### config.mk
export PLATFORM = sky130hd
export DESIGN_NAME = trigger_sequence_injector
export DESIGN_NICKNAME = d
export VERILOG_FILES = /design/src/rtl/trigger_sequence_injector.sv
export SDC_FILE = /design/constraint.sdc
export NUM_CORES = 1
export LEC_CHECK = 0
export BUFFER_PORTS_ARGS = -buffer_cell sky130_fd_sc_hd__buf_2
export CAP_MARGIN = 30
export CORE_MARGIN = 2
export CORE_UTILIZATION = 40
export DETAILED_ROUTE_END_ITERATION = 10
export PLACE_DENSITY = 0.75
export RECOVER_POWER = 100
export SYNTH_ARGS = -nofsm -noshare
export SYNTH_HDL_FRONTEND = slang
export SYNTH_SLANG_ARGS = --single-unit
### constraint.sdc
create_clock -name clk -period 2.4 [get_ports clk]
set_input_delay 0.36 -clock clk [delete_from_list [all_inputs] [get_ports clk]]
set_output_delay 0.36 -clock clk [all_outputs]
set_load 0.02 [all_outputs]
### src/rtl/trigger_sequence_injector.sv
// Transmit side of the plaintext-sequence trigger interface: on start, plays the fixed
// words W0..W3 (REPEAT passes, optional idle gaps) into the AES state input over valid/ready.
module trigger_sequence_injector #(
  parameter logic [127:0] W0         = 128'h3243f6a8_885a308d_313198a2_e0370734,
  parameter logic [127:0] W1         = 128'h00112233_44556677_8899aabb_ccddeeff,
  parameter logic [127:0] W2         = 128'h0,
  parameter logic [127:0] W3         = 128'h1,
  parameter int unsigned  GAP_CYCLES = 0,
  parameter int unsigned  REPEAT     = 1
) (
  input  logic         clk,
  input  logic         rst,
  input  logic         start,
  input  logic         abort,
  input  logic         out_ready,
  output logic         out_valid,
  output logic [127:0] out_state,
  output logic         out_last,
  output logic         busy,
  output logic         done,
  output logic [7:0]   pass_cnt,
  output logic [1:0]   state_dbg
);

  // Handshake: a word transfers on any rising edge where out_valid & out_ready are both high;
  // while out_valid is high and out_ready low, out_valid and out_state stay frozen
  // (only abort or rst may withdraw the word).

  typedef enum logic [1:0] {
    IDLE = 2'd0,
    SEND = 2'd1,
    GAP  = 2'd2,
    DONE = 2'd3
  } state_e;

  localparam bit            HAS_GAP  = (GAP_CYCLES != 0);
  localparam logic [15:0]   GAP_LOAD = HAS_GAP ? 16'(GAP_CYCLES - 1) : 16'd0;
  localparam logic [8:0]    REPEAT_W = 9'(REPEAT);

  state_e      state_q, state_d;
  logic [1:0]  idx_q, idx_d;
  logic [15:0] gap_cnt_q, gap_cnt_d;
  logic [7:0]  pass_cnt_q, pass_cnt_d;

  logic        accept;
  logic        more_passes;
  logic [7:0]  pass_inc;

  always_ff @(posedge clk or posedge rst) begin
    if (rst) begin
      state_q    <= IDLE;
      idx_q      <= 2'd0;
      gap_cnt_q  <= 16'd0;
      pass_cnt_q <= 8'd0;
    end else begin
      state_q    <= state_d;
      idx_q      <= idx_d;
      gap_cnt_q  <= gap_cnt_d;
      pass_cnt_q <= pass_cnt_d;
    end
  end

  assign accept      = out_valid & out_ready;
  assign pass_inc    = (pass_cnt_q == 8'hFF) ? pass_cnt_q : pass_cnt_q + 8'd1;
  // Decided against the pre-increment count so the last word of the run can be flagged early.
  assign more_passes = ({1'b0, pass_cnt_q} + 9'd1) < REPEAT_W;

  always_comb begin
    state_d    = state_q;
    idx_d      = idx_q;
    gap_cnt_d  = gap_cnt_q;
    pass_cnt_d = pass_cnt_q;
    if (abort) begin
      state_d = IDLE;
      if (accept && idx_q == 2'd3) pass_cnt_d = pass_inc;
    end else begin
      case (state_q)
        IDLE: begin
          if (start) begin
            state_d    = SEND;
            idx_d      = 2'd0;
            pass_cnt_d = 8'd0;
          end
        end
        SEND: begin
          if (accept) begin
            idx_d = idx_q + 2'd1;
            if (idx_q != 2'd3) begin
              if (HAS_GAP) begin
                state_d   = GAP;
                gap_cnt_d = GAP_LOAD;
              end
            end else begin
              pass_cnt_d = pass_inc;
              if (!more_passes) begin
                state_d = DONE;
              end else if (HAS_GAP) begin
                state_d   = GAP;
                gap_cnt_d = GAP_LOAD;
              end
            end
          end
        end
        GAP: begin
          if (gap_cnt_q == 16'd0) state_d = SEND;
          else                    gap_cnt_d = gap_cnt_q - 16'd1;
        end
        DONE: state_d = IDLE;
        default: state_d = IDLE;
      endcase
    end
  end

  always_comb begin
    out_state = 128'd0;
    if (out_valid) begin
      case (idx_q)
        2'd0:    out_state = W0;
        2'd1:    out_state = W1;
        2'd2:    out_state = W2;
        default: out_state = W3;
      endcase
    end
  end

  assign out_valid = (state_q == SEND);
  assign out_last  = out_valid && (idx_q == 2'd3) && !more_passes;
  assign busy      = (state_q != IDLE);
  assign done      = (state_q == DONE);
  assign pass_cnt  = pass_cnt_q;
  assign state_dbg = state_q;

endmodule

==> impl_metrics.csv, run 1 <==
group,metric,value,unit
synth,synth-seq-area-share,27.6,%
power,comb_power_share,49.4,%
setup_path,path_cells,"ha_2, and3_4, nand4b_1, and3_4, nor4_4, nor2_1, buf_2",
floorplanning,die_h,83.7,um
placed_design,dpl.hpwl,3.23,mm
clocking,cts_tree,"done",
sta,rsz0062_at_grt,"true",
layout,syn_to_final_growth,1.53,%
setup_path,reg2reg_depth,5,
detailed_routing,ant_nets,0,
global_route,grt_pass1_wl,6.60,mm
layout,post-route-util,41.3,%
sta,worst_pin_slew,1.47,ns
setup_path,path_class,"reg2out",
clocking,htreeDepth,1,
floorplanning,initial_core_util,40.7,%
placed_design,dpl-instance-area,2440,um2
setup_path,worstPathMaxFanout,4,
sta,min_period,2.39,ns
floorplanning,coreArea,6240,um2
sta,drv_slew,0,
layout,diodes,0,
power,clkPwrFrac,20.8,%
layout,finalNetCount,336,
placed_design,io_buffers,109,
synth,syn_inst,290,
layout,postLayoutCellArea,2580,um2
global_route,grt_pass1_vias,1412,
placed_design,gp_congestion,0.875,
detailed_routing,avgViaCountPerCell,4.52,
clocking,cts-root-buf,"clkbuf_8",
status,status,"finished clean",
layout,final_common_cell,"buf_2",
clocking,cts_buffers,3,
global_route,overflow,0,
clocking,clk_latency,0.27,ns
setup_path,endpoint_kind,"output pin",
power,switching_share,43.2,%
floorplanning,die_x,83.7,um
sta,setup_tns,0,ns
sta,setup_viol,0,
setup_path,startpoint_type,"flip-flop",
floorplanning,ios,147,
synth,syn_area,2540,um2
setup_path,crit_slowest_cell,"dfrtp_1",
setup_path,cp.required,2.04,ns
sta,fmax,418,MHz
detailed_routing,wl_per_cell,11.3,um
run,max_cap_violations,0,
power,seq_power_share,29.9,%
floorplanning,core.rowCount,29,
detailed_routing,first_pass_iters,6,
sta,fin_crit_sh,99.7,%
min_path,min-delay-path-class,"in2reg",
power,p_switching,0.779,mW
synth,ys_seq_elements,28,
detailed_routing,drt_wl_total,4.54,mm
power,power_leakage,1.53,nW
global_route,grt_max_degree,38,
clocking,clkTransAtPathRegs,0.09,ns
layout,n_fill_cell,603,
detailed_routing,drtIter0Drc,81,
layout,drive_gt1_share,43.2,%
sta,slew_headroom,1.70,%
synth,synth_area_leaders,"buf_4 (37%), dfrtp_1 (28%), xor2_1 (3.4%)",
synth,ys.flop_type,"dfrtp_1",
sta,worst_clock_skew,0.00752,ns
synth,syn_area_per_cell,8.76,um2
global_route,grt_usage,11.1,%
floorplanning,dieArea,7000,um2
detailed_routing,vias,1811,
clocking,postCtsHoldBufs,0,
synth,yosys.area.top_type_share,36.7,%
setup_path,crit_top_cell,"and3_4",
global_route,grt_antenna_before_repair,0,
synth,yosys_warnings,0,
setup_path,max_stage_delay,0.42,ns
synth,synth-edff-count,0,
power,powerDensity,698,nW/um2
synth,synth_top_cell_by_area,"buf_4",
sta,worst_hold_slack,0.331,ns
power,cellInternalPower,1.02,mW
detailed_routing,drc,0,
power,vdd_ir_drop_max,0.502,mV
clocking,clock_path_buffers,2,
setup_path,crit_arrival,2.03,ns
clocking,clock-sinks,28,
sta,hold_violations,0,
min_path,min_path_cells,2,
synth,synthArstFlopShare,100,%
synth,synth_cell_types,45,
layout,layout_common_cells,"buf_2 (106), conb_1 (37), dfrtp_1 (28), nor2_1 (14), buf_4 (14)",
==> power groups by stage <==
| stage | Combinational, mW | Clock (mW) | Sequential (mW) |
|---|---|---|---|
| floorplan | 0.834 | 0 | 0.569 |
| global placement | 0.796 | 0 | 0.548 |
| detailed placement | 0.802 | 0 | 0.552 |
| CTS | 0.871 | 0.375 | 0.534 |
| global route | 0.946 | 0.394 | 0.543 |
| finish | 0.889 | 0.374 | 0.538 |
==> metal layers <==
layer	global-route usage [%]	share of wire [%]
met3	0.890	7.5
met1	15.0	42
met5	0	0
met4	2.05	0.57
met2	19.4	50
==> cell type report <==
class                           instances  area [um2]  area share [%]
Sequential cell                        28         701            27.2
Clock buffer                            3        41.3            1.60
Inverter                                5        18.8           0.728
Tap cell                               77        96.3            3.74
Timing Repair Buffer                  124         651            25.2
Multi-Input combinational cell        163        1040            40.4
Clock inverter                          1        30.0            1.16
==> Yosys cell counts, types with 2 or more instances <==
master,instances
buf_4,124
dfrtp_1,28
nor2_1,14
nand3_1,12
nand2_1,11
xor2_1,10
xnor2_1,9
and3_1,7
ha_1,6
a21oi_1,5
and2_1,5
clkbuf_1,5
inv_1,5
nor3_1,5
o21ai_0,4
nand4_1,3
a22o_1,2
a31oi_1,2
mux2i_1,2
nor3b_1,2
nor4_1,2
nor4b_1,2
o21a_1,2
or2_2,2
==> metrics by stage <==
stage / power (mW) / instances / setup WS, ns
after floorplan: 1.40 / 326 / 0.0969
after global placement: 1.34 / 391 / 0.202
after detailed placement: 1.35 / 391 / 0.166
after CTS: 1.78 / 398 / 0.0344
final: 1.80 / 401 / 0.00676
after global routing: 1.88 / 401 / -0.0572
==> worst max-delay path, delay by kind of cell (launching register included) <==
kind / cells / cell delay, ns
flip-flops: 1 / 0.42
AND/OR/NAND/NOR: 5 / 0.97
adder cells (fa/ha/maj): 1 / 0.22
buffers and inverters: 1 / 0.16
==> timing repair <==
action / 4_1_cts / 5_1_grt
endpoints found under the setup margin: 1 / 1
resized for setup: 3 / 3
pin swaps: 1 / 2
buffers inserted: 3 / 3
==> state kept, by name, summed over array words and instances, names as in the netlist <==
name,count
idx_q,2
state_dbg,2
gap_cnt_q,16
pass_cnt,8
==> kinds of logic (layout without fill, tap and decap cells) <==
| family | Yosys count | count (layout) | share of synthesized area [%] |
|---|---|---|---|
| AOI/OAI and AO/OA | 23 | 23 | 6.01 |
| other | 1 | 37 | 0.148 |
| and+or+nand+nor | 76 | 76 | 17.6 |
| xor gates and xnor gates | 19 | 19 | 6.55 |
| DFF | 28 | 28 | 27.6 |
| buffers and inverters | 135 | 133 | 38.3 |
| muxes | 2 | 2 | 0.788 |
| adders and majority gates | 6 | 6 | 2.96 |
==> final timing paths <==
kind                           endpoint     startpoint  slack [ns]
min in group asynchronous  gap_cnt_q[3]            rst        0.57
max in group asynchronous      idx_q[0]            rst        0.97
hold / removal             state_dbg[0]          abort        0.33
setup reg to reg           gap_cnt_q[7]  gap_cnt_q[11]        0.36
hold reg to reg            gap_cnt_q[7]   gap_cnt_q[7]        0.48
setup / recovery               out_last    pass_cnt[1]       0.007
Note: power is estimated with default switching activity, not from simulation.
==> run 2, diff against run 1 <==
--- a/config.mk
+++ b/config.mk
@@ -7,10 +7,12 @@
 export LEC_CHECK = 0
 export BUFFER_PORTS_ARGS = -buffer_cell sky130_fd_sc_hd__buf_2
 export CAP_MARGIN = 30
+export CORE_ASPECT_RATIO = 0.6
 export CORE_MARGIN = 2
-export CORE_UTILIZATION = 40
+export CORE_UTILIZATION = 41
+export CTS_BUF_LIST = sky130_fd_sc_hd__clkbuf_8
 export DETAILED_ROUTE_END_ITERATION = 10
-export PLACE_DENSITY = 0.75
+export PLACE_DENSITY = 0.77
 export RECOVER_POWER = 100
 export SYNTH_ARGS = -nofsm -noshare
 export SYNTH_HDL_FRONTEND = slang
==> impl_metrics.csv, run 2 (synthesized netlist as in run 1, its figures left out) <==
group,metric,value,unit
sta,fmax,418,MHz
layout,layout_common_cells,"buf_2 (99), conb_1 (37), dfrtp_1 (27), nor2_1 (14), buf_4 (13)",
setup_path,worstPathMaxFanout,8,
sta,worst_clock_skew,0.00492,ns
sta,fin_crit_sh,99.6,%
sta,worst_hold_slack,0.324,ns
detailed_routing,vias,1734,
sta,setup_tns,0,ns
layout,final_common_cell,"buf_2",
clocking,postCtsHoldBufs,0,
detailed_routing,drt_wl_total,4.46,mm
setup_path,r2r-start,"gap_cnt_q[2]",
sta,min_period,2.39,ns
setup_path,crit_slowest_cell,"dfrtp_1",
floorplanning,ios,147,
setup_path,crit_arrival,2.03,ns
setup_path,crit_top_cell,"and3_4",
min_path,whs_endpoint,"state_dbg[0]",
sta,slew_headroom,2.82,%
placed_design,dpl.hpwl,3.46,mm
layout,syn_to_final_growth,0.640,%
setup_path,reg2reg_depth,5,
global_route,grt_pass1_vias,1373,
detailed_routing,first_pass_iters,4,
placed_design,gp_congestion,0.845,
min_path,worstHoldStart,"abort",
run,max_cap_violations,0,
layout,largest_reg_flops,16,
detailed_routing,avgViaCountPerCell,4.26,
layout,regMostFlops,"gap_cnt_q",
power,powerDensity,666,nW/um2
setup_path,path_class,"reg2out",
sta,setup_ws,0.0105,ns
sta,rsz0062_at_grt,"true",
placed_design,io_buffers,109,
sta,drv_slew,0,
detailed_routing,ant_nets,0,
setup_path,endpoint_kind,"output pin",
detailed_routing,drtIter0Drc,54,
power,vdd_ir_drop_max,0.435,mV
clocking,clock-sinks,28,
power,p_total,1.70,mW
detailed_routing,drc,0,
sta,setup_viol,0,
floorplanning,die_h,65.0,um
global_route,grt_antenna_before_repair,0,
clocking,clock_path_buffers,2,
status,status,"finished clean",
global_route,grt_pass1_wl,6.55,mm
setup_path,regToRegEndpoint,"gap_cnt_q[13]",
sta,worst_pin_slew,1.46,ns
setup_path,max_stage_delay,0.41,ns
placed_design,dp_slack,0.0397,ns
power,power_leakage,1.49,nW
setup_path,startpoint,"pass_cnt[1]",
layout,diodes,0,
floorplanning,coreArea,6060,um2
layout,finalNetCount,335,
clocking,clkTransAtPathRegs,0.09,ns
clocking,cts-root-buf,"clkbuf_8",
layout,drive_gt1_share,41.2,%
floorplanning,die_x,106,um
global_route,grt_usage,11.6,%
clocking,htreeDepth,1,
min_path,min-delay-path-class,"in2reg",
setup_path,path_cells,"ha_2, and3_4, nand4b_1, and3_4, nor4_4, nor2_1, buf_4",
setup_path,startpoint_type,"flip-flop",
min_path,min_path_cells,2,
clocking,cts_buffers,3,
setup_path,cp.required,2.04,ns
global_route,grt_max_degree,38,
clocking,cts_tree,"done",
setup_path,r2r_setup_slack,0.32,ns
global_route,overflow,0,
floorplanning,dieArea,6860,um2
detailed_routing,wl_per_cell,11.0,um
sta,hold_violations,0,
floorplanning,core.rowCount,22,
clocking,clk_latency,0.27,ns
floorplanning,initial_core_util,41.9,%
[run 2: metal layers]
metal	track usage [%]	vias to the layer above	wire length, um
li1	-	860	-
met1	15.2	804	2010
met2	20.3	68	2150
met3	2.41	2	287
met4	1.81	0	15
met5	0	-	0
[run 2: worst max-delay path by stage]
stage	to	slack, ns	depth (start not counted)
3_5_place_dp	out_last	0.04	7
6_report	out_last	0.01	7
3_3_place_gp	out_last	0.16	7
2_1_floorplan	out_state[101]	0.1	5
5_1_grt	out_last	-0.08	7
4_1_cts	out_last	0.009	7
[run 2: what timing repair did]
action	4_1_cts	5_1_grt
setup endpoints to repair	1	1
setup buffers	2	4
pin swaps	1	3
gates resized for setup	3	7
hold endpoints to repair	0	0
[run 2: power breakdown]
part / internal, mW / total (mW) / switching, mW
Clock: 0.147 / 0.282 / 0.136
Combinational: 0.293 / 0.889 / 0.596
Sequential: 0.503 / 0.532 / 0.0296
Total: 0.942 / 1.70 / 0.762
[run 2: critical path: cells and delay by family (launching register included)]
kind | cells | cell delay [ns]
AND/OR/NAND/NOR | 5 | 0.98
flip-flops | 1 | 0.41
buffers and inverters | 1 | 0.16
adder cells (fa/ha/maj) | 1 | 0.21
[run 2: area by class of cell]
| class | count | area [um2] |
|---|---|---|
| well taps | 84 | 105 |
| repair buffers | 123 | 634 |
| inverters | 5 | 18.8 |
| fillers | 627 | 3500 |
| clock buffers | 4 | 55.1 |
| multi-input cells | 163 | 1040 |
| flip-flops and latches | 28 | 702 |
[run 2: metrics by stage]
stage	std cells	area, um2	util [%]
floorplan	326	2680	-
global route	407	2560	42.2
detailed placement	397	2440	40.3
finish	407	2560	42.2
global placement	397	2440	40.3
CTS	403	2520	41.6
==> run 3, diff against run 2 <==
==> constraint.sdc (replaced) <==
create_clock -name clk -period 2.1 [get_ports clk]
set_input_delay 0.315 -clock clk [delete_from_list [all_inputs] [get_ports clk]]
set_output_delay 0.315 -clock clk [all_outputs]
set_load 0.02 [all_outputs]
==> impl_metrics.csv, run 3 (synthesized netlist as in run 1, its figures left out) <==
group,metric,value,unit
sta,rsz0062_at_grt,"true",
layout,syn_to_final_growth,2.22,%
sta,hold_violations,0,
setup_path,reg2reg_depth,5,
clocking,htreeDepth,1,
layout,postLayoutCellArea,2600,um2
layout,final_common_cell,"buf_2",
setup_path,endpoint_kind,"output pin",
setup_path,r2r-start,"gap_cnt_q[2]",
setup_path,critical_path_buf_inv_count,1,
floorplanning,dieArea,6860,um2
clocking,clk_latency,0.27,ns
sta,drv_slew,29,
layout,n_fill_cell,610,
placed_design,gp_congestion,0.863,
sta,setup_ws,-0.213,ns
min_path,min-delay-path-class,"in2reg",
global_route,grt.busiest_layer,"met2",
detailed_routing,first_pass_iters,4,
detailed_routing,drt_wl_total,4.85,mm
power,powerDensity,751,nW/um2
layout,regMostFlops,"gap_cnt_q",
placed_design,dpl-instance-area,2500,um2
global_route,overflow,0,
layout,multi_input_area,1050,um2
global_route,grt_pass1_wl,7.12,mm
setup_path,max_stage_delay,0.44,ns
floorplanning,die_h,65.0,um
sta,min_period,2.31,ns
sta,slew_headroom,-1.87,%
sta,worst_pin_slew,1.53,ns
power,power_leakage,1.51,nW
layout,diodes,0,
floorplanning,coreArea,6060,um2
sta,worst_clock_skew,0.00411,ns
detailed_routing,vias,1816,
layout,finalNetCount,342,
sta,fmax,432,MHz
status,violations,"capacitance limit, slew limit, setup timing",
sta,setup_tns,-0.213,ns
layout,layout_common_cells,"buf_2 (99), conb_1 (37), dfrtp_1 (25), buf_4 (15), clkbuf_1 (14)",
setup_path,cp.required,1.78,ns
sta,fin_crit_sh,110,%
floorplanning,initial_core_util,41.9,%
detailed_routing,avgViaCountPerCell,4.39,
clocking,cts-root-buf,"clkbuf_8",
status,status,"complete, but fails checks",
layout,post-route-util,42.9,%
setup_path,critPathTopFamily,"simple AND/OR/NAND/NOR gates",
setup_path,crit_slowest_cell,"dfrtp_2",
power,vdd_ir_drop_max,0.575,mV
setup_path,r2r_setup_slack,0,ns
placed_design,dpl.hpwl,3.65,mm
global_route,grt_pass1_vias,1424,
global_route,grt_max_degree,38,
setup_path,regToRegEndpoint,"gap_cnt_q[15]",
sta,worst_hold_slack,0.287,ns
layout,largest_reg_flops,16,
global_route,grt_usage,12.8,%
layout,drive_gt1_share,41.8,%
min_path,worstHoldStart,"abort",
clocking,clkTransAtPathRegs,0.09,ns
setup_path,worstPathMaxFanout,6,
min_path,whs_endpoint,"state_dbg[0]",
detailed_routing,ant_nets,0,
detailed_routing,drtIter0Drc,112,
placed_design,io_buffers,109,
setup_path,path_class,"reg2out",
detailed_routing,drc,0,
sta,setup_viol,1,
floorplanning,die_x,106,um
global_route,grt_antenna_before_repair,0,
detailed_routing,wl_per_cell,11.7,um
clocking,clock-sinks,28,
clocking,cts_tree,"done",
layout,regArea,704,um2
clocking,cts_buffers,3,
global_route,grtUsageMet2,21.3,%
clocking,clock_path_buffers,2,
global_route,use_met1,17.4,%
setup_path,crit_arrival,2.00,ns
floorplanning,core.rowCount,22,
setup_path,path_cells,"and3_2, a211o_1, and3_4, nor4_4, nor2_2, buf_6",
global_route,grtUsageMet3,2.72,%
setup_path,startpoint_type,"flip-flop",
run,max_cap_violations,1,
floorplanning,ios,147,
min_path,min_path_cells,2,
[run 3: cell count changes in the layout (fill, tap and decap cells not counted), moves of 2 or more]
cell      previous run  this run
dfrtp_2              1         3
buf_4               13        15
dfrtp_1             27        25
clkbuf_1            11        14
[run 3: worst max-delay path by stage]
stage                       from             end  slack, ns  cells after the start
floorplan           state_dbg[1]  out_state[101]     0.0003                      5
global placement     pass_cnt[1]        out_last       0.09                      7
detailed placement   pass_cnt[1]        out_last       0.01                      7
CTS                  pass_cnt[1]        out_last      -0.19                      7
global route         pass_cnt[0]        out_last      -0.27                      6
finish               pass_cnt[0]        out_last      -0.21                      6
[run 3: layout make-up]
type / count / area share [%]
sequential: 28 / 27.1
tap: 84 / 4.05
multi-input combinational: 163 / 40.3
clock inverter: 1 / 0.145
clock buffer: 3 / 1.59
timing repair buffer: 130 / 26.1
inverter: 5 / 0.723
[run 3: layer usage]
metal / part of all wire, % / up-vias
met3: 6.7 / 2
met4: 0.31 / 0
li1: - / 882
met5: 0 / -
met1: 45 / 849
met2: 48 / 83
[run 3: what timing repair did]
item | 4_1_cts | 5_1_grt
cloned | 0 | 0
buffers inserted | 4 | 2
gates resized for setup | 8 | 4
hold buffers | 0 | 0
setup endpoints to repair | 1 | 97
pin swaps | 4 | 1
[run 3: stage by stage]
stage	cells	power, mW	setup WS [ns]
2_1_floorplan	326	1.62	0.000255
3_3_place_gp	404	1.59	0.0921
3_5_place_dp	404	1.60	0.00991
4_1_cts	412	1.97	-0.189
5_1_grt	414	2.07	-0.270
6_report	414	1.95	-0.213
[run 3: where the power goes]
part	internal, mW	switching, mW	total [mW]
clock network	0.131	0.160	0.291
logic	0.352	0.684	1.04
registers	0.578	0.0446	0.623
